### config.mk
export PLATFORM = sky130hd
export DESIGN_NAME = hazard_ctrl_n
export DESIGN_NICKNAME = d
export VERILOG_FILES = /design/src/rtl/hazard_pkg.sv /design/src/rtl/fwd_select.sv /design/src/rtl/hazard_ctrl_n.sv
export SDC_FILE = /design/constraint.sdc
export NUM_CORES = 1
export LEC_CHECK = 0
export BUFFER_PORTS_ARGS = -buffer_cell sky130_fd_sc_hd__clkbuf_2
export CAP_MARGIN = 40
export CORE_MARGIN = 2
export CORE_UTILIZATION = 30
export CTS_CLUSTER_SIZE = 40
export DETAILED_ROUTE_END_ITERATION = 6
export PLACE_DENSITY_LB_ADDON = 0.08
export SETUP_SLACK_MARGIN = 0.4
export SLEW_MARGIN = 20
export SYNTH_ARGS = -nofsm -noshare
export SYNTH_HDL_FRONTEND = slang
export SYNTH_SLANG_ARGS = --single-unit
### constraint.sdc
create_clock -name clk -period 5.3 [get_ports clk]
set_input_delay 0.53 -clock clk [delete_from_list [all_inputs] [get_ports clk]]
set_output_delay 0.53 -clock clk [all_outputs]
set_load 0.05 [all_outputs]
### src/rtl/hazard_pkg.sv
// Shared types and helpers for the pipeline hazard controller.
// Slot extraction supports up to VEC_W bits of packed operands, SLOT_W bits per slot.
package hazard_pkg;

    typedef enum logic [1:0] {
        FWD_RF  = 2'b00,
        FWD_WB  = 2'b01,
        FWD_MEM = 2'b10
    } fwd_sel_t;

    localparam int SLOT_W = 8;
    localparam int VEC_W  = 32;

    localparam logic [SLOT_W-1:0] REG_ZERO = '0;

    // Caller truncates the result to its own register-address width.
    function automatic logic [SLOT_W-1:0] src_slot(
        input logic [VEC_W-1:0] vec,
        input int unsigned      i,
        input int unsigned      aw
    );
        return SLOT_W'(vec >> (i * aw));
    endfunction

endpackage

### src/rtl/fwd_select.sv
// Per-operand bypass select: MEM result beats WB result, register 0 never forwards.
// Purely combinational, no latency, no backpressure.
module fwd_select
    import hazard_pkg::*;
#(
    parameter int AW = 5
) (
    input  logic [AW-1:0] rs,
    input  logic [AW-1:0] rd_m,
    input  logic          regwrite_m,
    input  logic [AW-1:0] rd_w,
    input  logic          regwrite_w,
    output fwd_sel_t      sel
);

    logic hit_m;
    logic hit_w;

    assign hit_m = regwrite_m && (rd_m != AW'(REG_ZERO)) && (rd_m == rs);
    assign hit_w = regwrite_w && (rd_w != AW'(REG_ZERO)) && (rd_w == rs);

    always_comb begin
        sel = FWD_RF;
        if (hit_m) begin
            sel = FWD_MEM;
        end else if (hit_w) begin
            sel = FWD_WB;
        end
    end

endmodule

### src/rtl/hazard_ctrl_n.sv
// Forwarding, load-use/long-op stall, branch flush and single-entry long-op scoreboard.
// Controls are combinational (zero latency); stall_f/stall_d are the backpressure to fetch/decode.
module hazard_ctrl_n
    import hazard_pkg::*;
#(
    parameter int NUM_SRC  = 2,
    parameter int AW       = 5,
    parameter int LONG_LAT = 4,
    parameter int CW       = 4
) (
    input  logic                  clk,
    input  logic                  rst,
    input  logic [NUM_SRC*AW-1:0] rs_d,
    input  logic [NUM_SRC-1:0]    rs_used_d,
    input  logic [AW-1:0]         rd_d,
    input  logic                  regwrite_d,
    input  logic                  long_d,
    input  logic [NUM_SRC*AW-1:0] rs_e,
    input  logic [AW-1:0]         rd_e,
    input  logic                  memread_e,
    input  logic                  long_issue_e,
    input  logic                  branch_taken_e,
    input  logic [AW-1:0]         rd_m,
    input  logic [AW-1:0]         rd_w,
    input  logic                  regwrite_m,
    input  logic                  regwrite_w,
    output logic [NUM_SRC*2-1:0]  fwd_e,
    output logic                  stall_f,
    output logic                  stall_d,
    output logic                  flush_d,
    output logic                  flush_e,
    output logic                  long_busy,
    output logic                  long_wb_valid,
    output logic [AW-1:0]         long_wb_rd
);

    logic          pend_valid;
    logic [AW-1:0] pend_rd;
    logic [CW-1:0] cnt;

    logic          wb_now;
    logic [AW-1:0] rs_d_slot [NUM_SRC];
    logic [AW-1:0] rs_e_slot [NUM_SRC];
    fwd_sel_t      fwd_sel   [NUM_SRC];

    logic match_e;
    logic match_pend;
    logic lu;
    logic lh;
    logic raw_hz;
    logic waw_hz;
    logic struct_hz;
    logic sb;
    logic hz;

    genvar gi;
    generate
        for (gi = 0; gi < NUM_SRC; gi++) begin : g_slot
            assign rs_d_slot[gi] = AW'(src_slot(VEC_W'(rs_d), gi, AW));
            assign rs_e_slot[gi] = AW'(src_slot(VEC_W'(rs_e), gi, AW));

            fwd_select #(
                .AW(AW)
            ) u_fwd (
                .rs         (rs_e_slot[gi]),
                .rd_m       (rd_m),
                .regwrite_m (regwrite_m),
                .rd_w       (rd_w),
                .regwrite_w (regwrite_w),
                .sel        (fwd_sel[gi])
            );

            assign fwd_e[gi*2 +: 2] = rst ? FWD_RF : fwd_sel[gi];
        end
    endgenerate

    // Scoreboard: one long op in flight; issue while busy is ignored.
    assign wb_now = pend_valid && (cnt == '0);

    always_ff @(posedge clk) begin
        if (rst) begin
            pend_valid <= 1'b0;
            pend_rd    <= '0;
            cnt        <= '0;
        end else if (pend_valid) begin
            if (cnt == '0) begin
                pend_valid <= 1'b0;
            end else begin
                cnt <= cnt - 1'b1;
            end
        end else if (long_issue_e) begin
            pend_valid <= 1'b1;
            pend_rd    <= rd_e;
            cnt        <= CW'(LONG_LAT - 1);
        end
    end

    always_comb begin
        match_e    = 1'b0;
        match_pend = 1'b0;
        for (int i = 0; i < NUM_SRC; i++) begin
            if (rs_used_d[i] && (rs_d_slot[i] == rd_e)) begin
                match_e = 1'b1;
            end
            if (rs_used_d[i] && (rs_d_slot[i] == pend_rd)) begin
                match_pend = 1'b1;
            end
        end
    end

    assign lu        = memread_e && (rd_e != AW'(REG_ZERO)) && match_e;
    assign lh        = long_issue_e && (rd_e != AW'(REG_ZERO)) && match_e;
    assign raw_hz    = pend_valid && (pend_rd != AW'(REG_ZERO)) && match_pend;
    assign waw_hz    = pend_valid && regwrite_d && (rd_d == pend_rd);
    assign struct_hz = long_d && (pend_valid || long_issue_e);
    // Regfile writes in the first half-cycle, so Decode sees the long result on the pulse.
    assign sb        = (raw_hz || waw_hz || struct_hz) && !wb_now;
    assign hz        = lu || lh || sb;

    always_comb begin
        stall_f       = 1'b0;
        stall_d       = 1'b0;
        flush_d       = 1'b0;
        flush_e       = 1'b0;
        long_busy     = 1'b0;
        long_wb_valid = 1'b0;
        long_wb_rd    = '0;
        if (!rst) begin
            // A taken branch makes the Decode instruction wrong-path, so its hazard is moot.
            if (branch_taken_e) begin
                flush_d = 1'b1;
                flush_e = 1'b1;
            end else begin
                stall_f = hz;
                stall_d = hz;
                flush_e = hz;
            end
            long_busy     = pend_valid;
            long_wb_valid = wb_now;
            long_wb_rd    = pend_rd;
        end
    end

endmodule

==> results.sh <==
export IMPL_fmax_ghz=0.340
export IMPL_pin_count=66
export IMPL_worstPathArrival_ns=2.41
export IMPL_start_kind="flop"
export IMPL_grt_max_degree=23
export IMPL_post_cts_resized=0
export IMPL_period_share_pct=55.4
export IMPL_cp_max_fo=4
export IMPL_core_rowCount=21
export IMPL_crit_type="reg -> out"
export IMPL_setup_viol=0
export IMPL_die_y_microns=64.5
export IMPL_ys_flop_type="dfxtp_1"
export IMPL_final_cell_mix="65 x clkbuf_2, 38 x xnor2_1, 10 x nor2_1, 10 x dfxtp_1"
export IMPL_initial_core_util_pct=32.2
export IMPL_cts_sinks=10
export IMPL_vias=1185
export IMPL_finalSetupTns_ns=0
export IMPL_total_leakage_power_nw=0.633
export IMPL_r2r_slack_ns=3.67
export IMPL_ctsRootBufferMaster="clkbuf_4"
export IMPL_drive_gt1_share_pct=36.0
export IMPL_mostFrequentLayoutCell="clkbuf_2"
export IMPL_port_buffers=65
export IMPL_yosys_area_share_xor_xnor_pct=37.5
export IMPL_skew_ns=0.000147
export IMPL_drc_errors=0
export IMPL_place_area_sq_mm=0.00145
export IMPL_synth_edf_count=0
export IMPL_hold_viol=0
export IMPL_peakVddDrop_mv=0.0885
export IMPL_slew_violations=0
export IMPL_die_w_microns=64.5
export IMPL_slew_headroom_pct=70.4
export IMPL_drt_iter0_markers=41
export IMPL_coreArea_sq_mm=0.00342
export IMPL_syn_nets=192
export IMPL_ys_seq_elements=10
export IMPL_tightest_slew_ns=0.444
export IMPL_area_growth_pct=35.0
export IMPL_netlist_area_sq_mm=0.00110
export IMPL_worst_ep_required_time_ns=4.77
export IMPL_yosysUniqueCellTypes=29
export IMPL_rr_worst_depth=7
export IMPL_grt_pass1_wl_mm=5.18
export IMPL_period_needed_ns=2.94
export IMPL_htree_levels=1
export IMPL_hold_depth=1
export IMPL_gp_congestion=0.885
export IMPL_cts_buffers=3
export IMPL_synthMuxAreaShare_pct=4.56
export IMPL_clkTransAtPathRegs_ns=0.07
export IMPL_synth_fa_ha_area_share_pct=1.14
export IMPL_wl_per_cell_microns=13.3
export IMPL_fin_hold_ws_ns=0.534
export IMPL_endpoint_kind="output pin"
export IMPL_synth_compound_area_share_pct=7.06
export IMPL_grt_overflow=0
export IMPL_cts_hold_buf=0
export IMPL_n_antenna_cell=0
export IMPL_synthSimpleGateAreaFrac_pct=26.7
export IMPL_clockBufferDepth=2
export IMPL_antenna_found_initial=0
export IMPL_drt_pass1_iterations=4
export IMPL_netlist_instances=140
export IMPL_yosysWarningCount=0
export IMPL_post_cts_buffers=0
export IMPL_cts_tree="done"
export IMPL_rsz0062_at_grt="no"
export IMPL_synth_async_reset_ratio_pct=0
export IMPL_fin_nets=253
export IMPL_min_path_type="reg -> reg"
export IMPL_drtAntennaViolNets=0
export IMPL_syn_area_per_cell_sq_um=7.85
export IMPL_status="completed"
export IMPL_powerDensity_mw_per_mm2=187
export IMPL_dp_final_hpwl_mm=2.81
export IMPL_final_cell_area_sq_mm=0.00148
export IMPL_drt_wl_total_mm=3.28
export IMPL_grt_usage_pct=16.0
export IMPL_grt_pass1_vias=1183
export IMPL_maxCapViolCount=0
export IMPL_vias_per_cell=4.82
export IMPL_dieArea_sq_mm=0.00416
export IMPL_yosysSeqAreaShare_pct=18.2
export IMPL_synth_top_family_by_area="XOR/XNOR gates"
export IMPL_clkLatencyLatePin_ns=0.26
cells in the mapped netlist, drive strengths merged, types with 5 or more instances:
library cell | count | area [sq um]
xnor2 | 38 | 333
dfxtp | 10 | 200
nor2 | 10 | 37.5
nor2b | 9 | 56.3
xor2 | 9 | 78.8
clkbuf | 7 | 26.3
nand2 | 7 | 26.3
nand4 | 7 | 43.8
nor3 | 6 | 30.0
nor4 | 6 | 43.8
mux2i | 5 | 50.1
worst paths after layout:
| path | from | endpoint |
|---|---|---|
| setup / recovery | cnt[0] | stall_d |
| hold / removal | cnt[0] | cnt[0] |
| setup reg to reg | cnt[0] | cnt[2] |
| hold reg to reg | cnt[0] | cnt[0] |
registers in the layout (all words and copies together) (netlist names):
name and count:
cnt 4, pend_rd 5, pend_valid 1
layout make-up:
type                            count  area [sq um]
Multi-Input combinational cell    117           845
Sequential cell                    10           200
Tap cell                           46          57.6
Fill cell                         372          1930
Inverter                            3          11.3
Timing Repair Buffer               66           333
Clock buffer                        4          36.3
routing by layer:
| metal | vias to the layer above | global-route usage (%) | routed length (microns) |
|---|---|---|---|
| li1 | 597 | - | - |
| met1 | 536 | 18.4 | 1390 |
| met3 | 4 | 4.69 | 207 |
| met5 | - | 0 | 0 |
| met4 | 0 | 5.05 | 44 |
| met2 | 48 | 28.3 | 1640 |
cell families after synthesis:
group,count (synthesis)
and+or+nand+nor,53
xor gates and xnor gates,47
buffers and inverters,13
AOI/OAI and AO/OA,11
DFF,10
muxes,5
adders and majority gates,1
worst max-delay path, cell delays in order, from the launching register on:
cell      delay (ns)
dfxtp_1         0.39
inv_1           0.06
ha_1            0.20
or3b_1          0.19
nand2_1         0.10
nor4_1          0.31
o22ai_1         0.16
a211oi_1        0.38
clkbuf_2        0.35
metrics by stage:
stage	setup slack, ns	total power, mW	utilization (%)	instances
5_1_grt	2.17	0.295	43.4	246
2_1_floorplan	1.88	0.166	-	140
6_report	2.36	0.277	43.4	246
3_5_place_dp	2.69	0.209	42.3	242
3_3_place_gp	2.71	0.208	42.3	242
4_1_cts	2.35	0.280	43.4	246
where the power goes:
group	internal [mW]	switching, mW	leakage, nW
registers	0.0810	0.00911	0.0824
logic	0.0535	0.0638	0.530
clock network	0.0417	0.0277	0.0210
No activity file was read; power rests on OpenSTA's default activity.
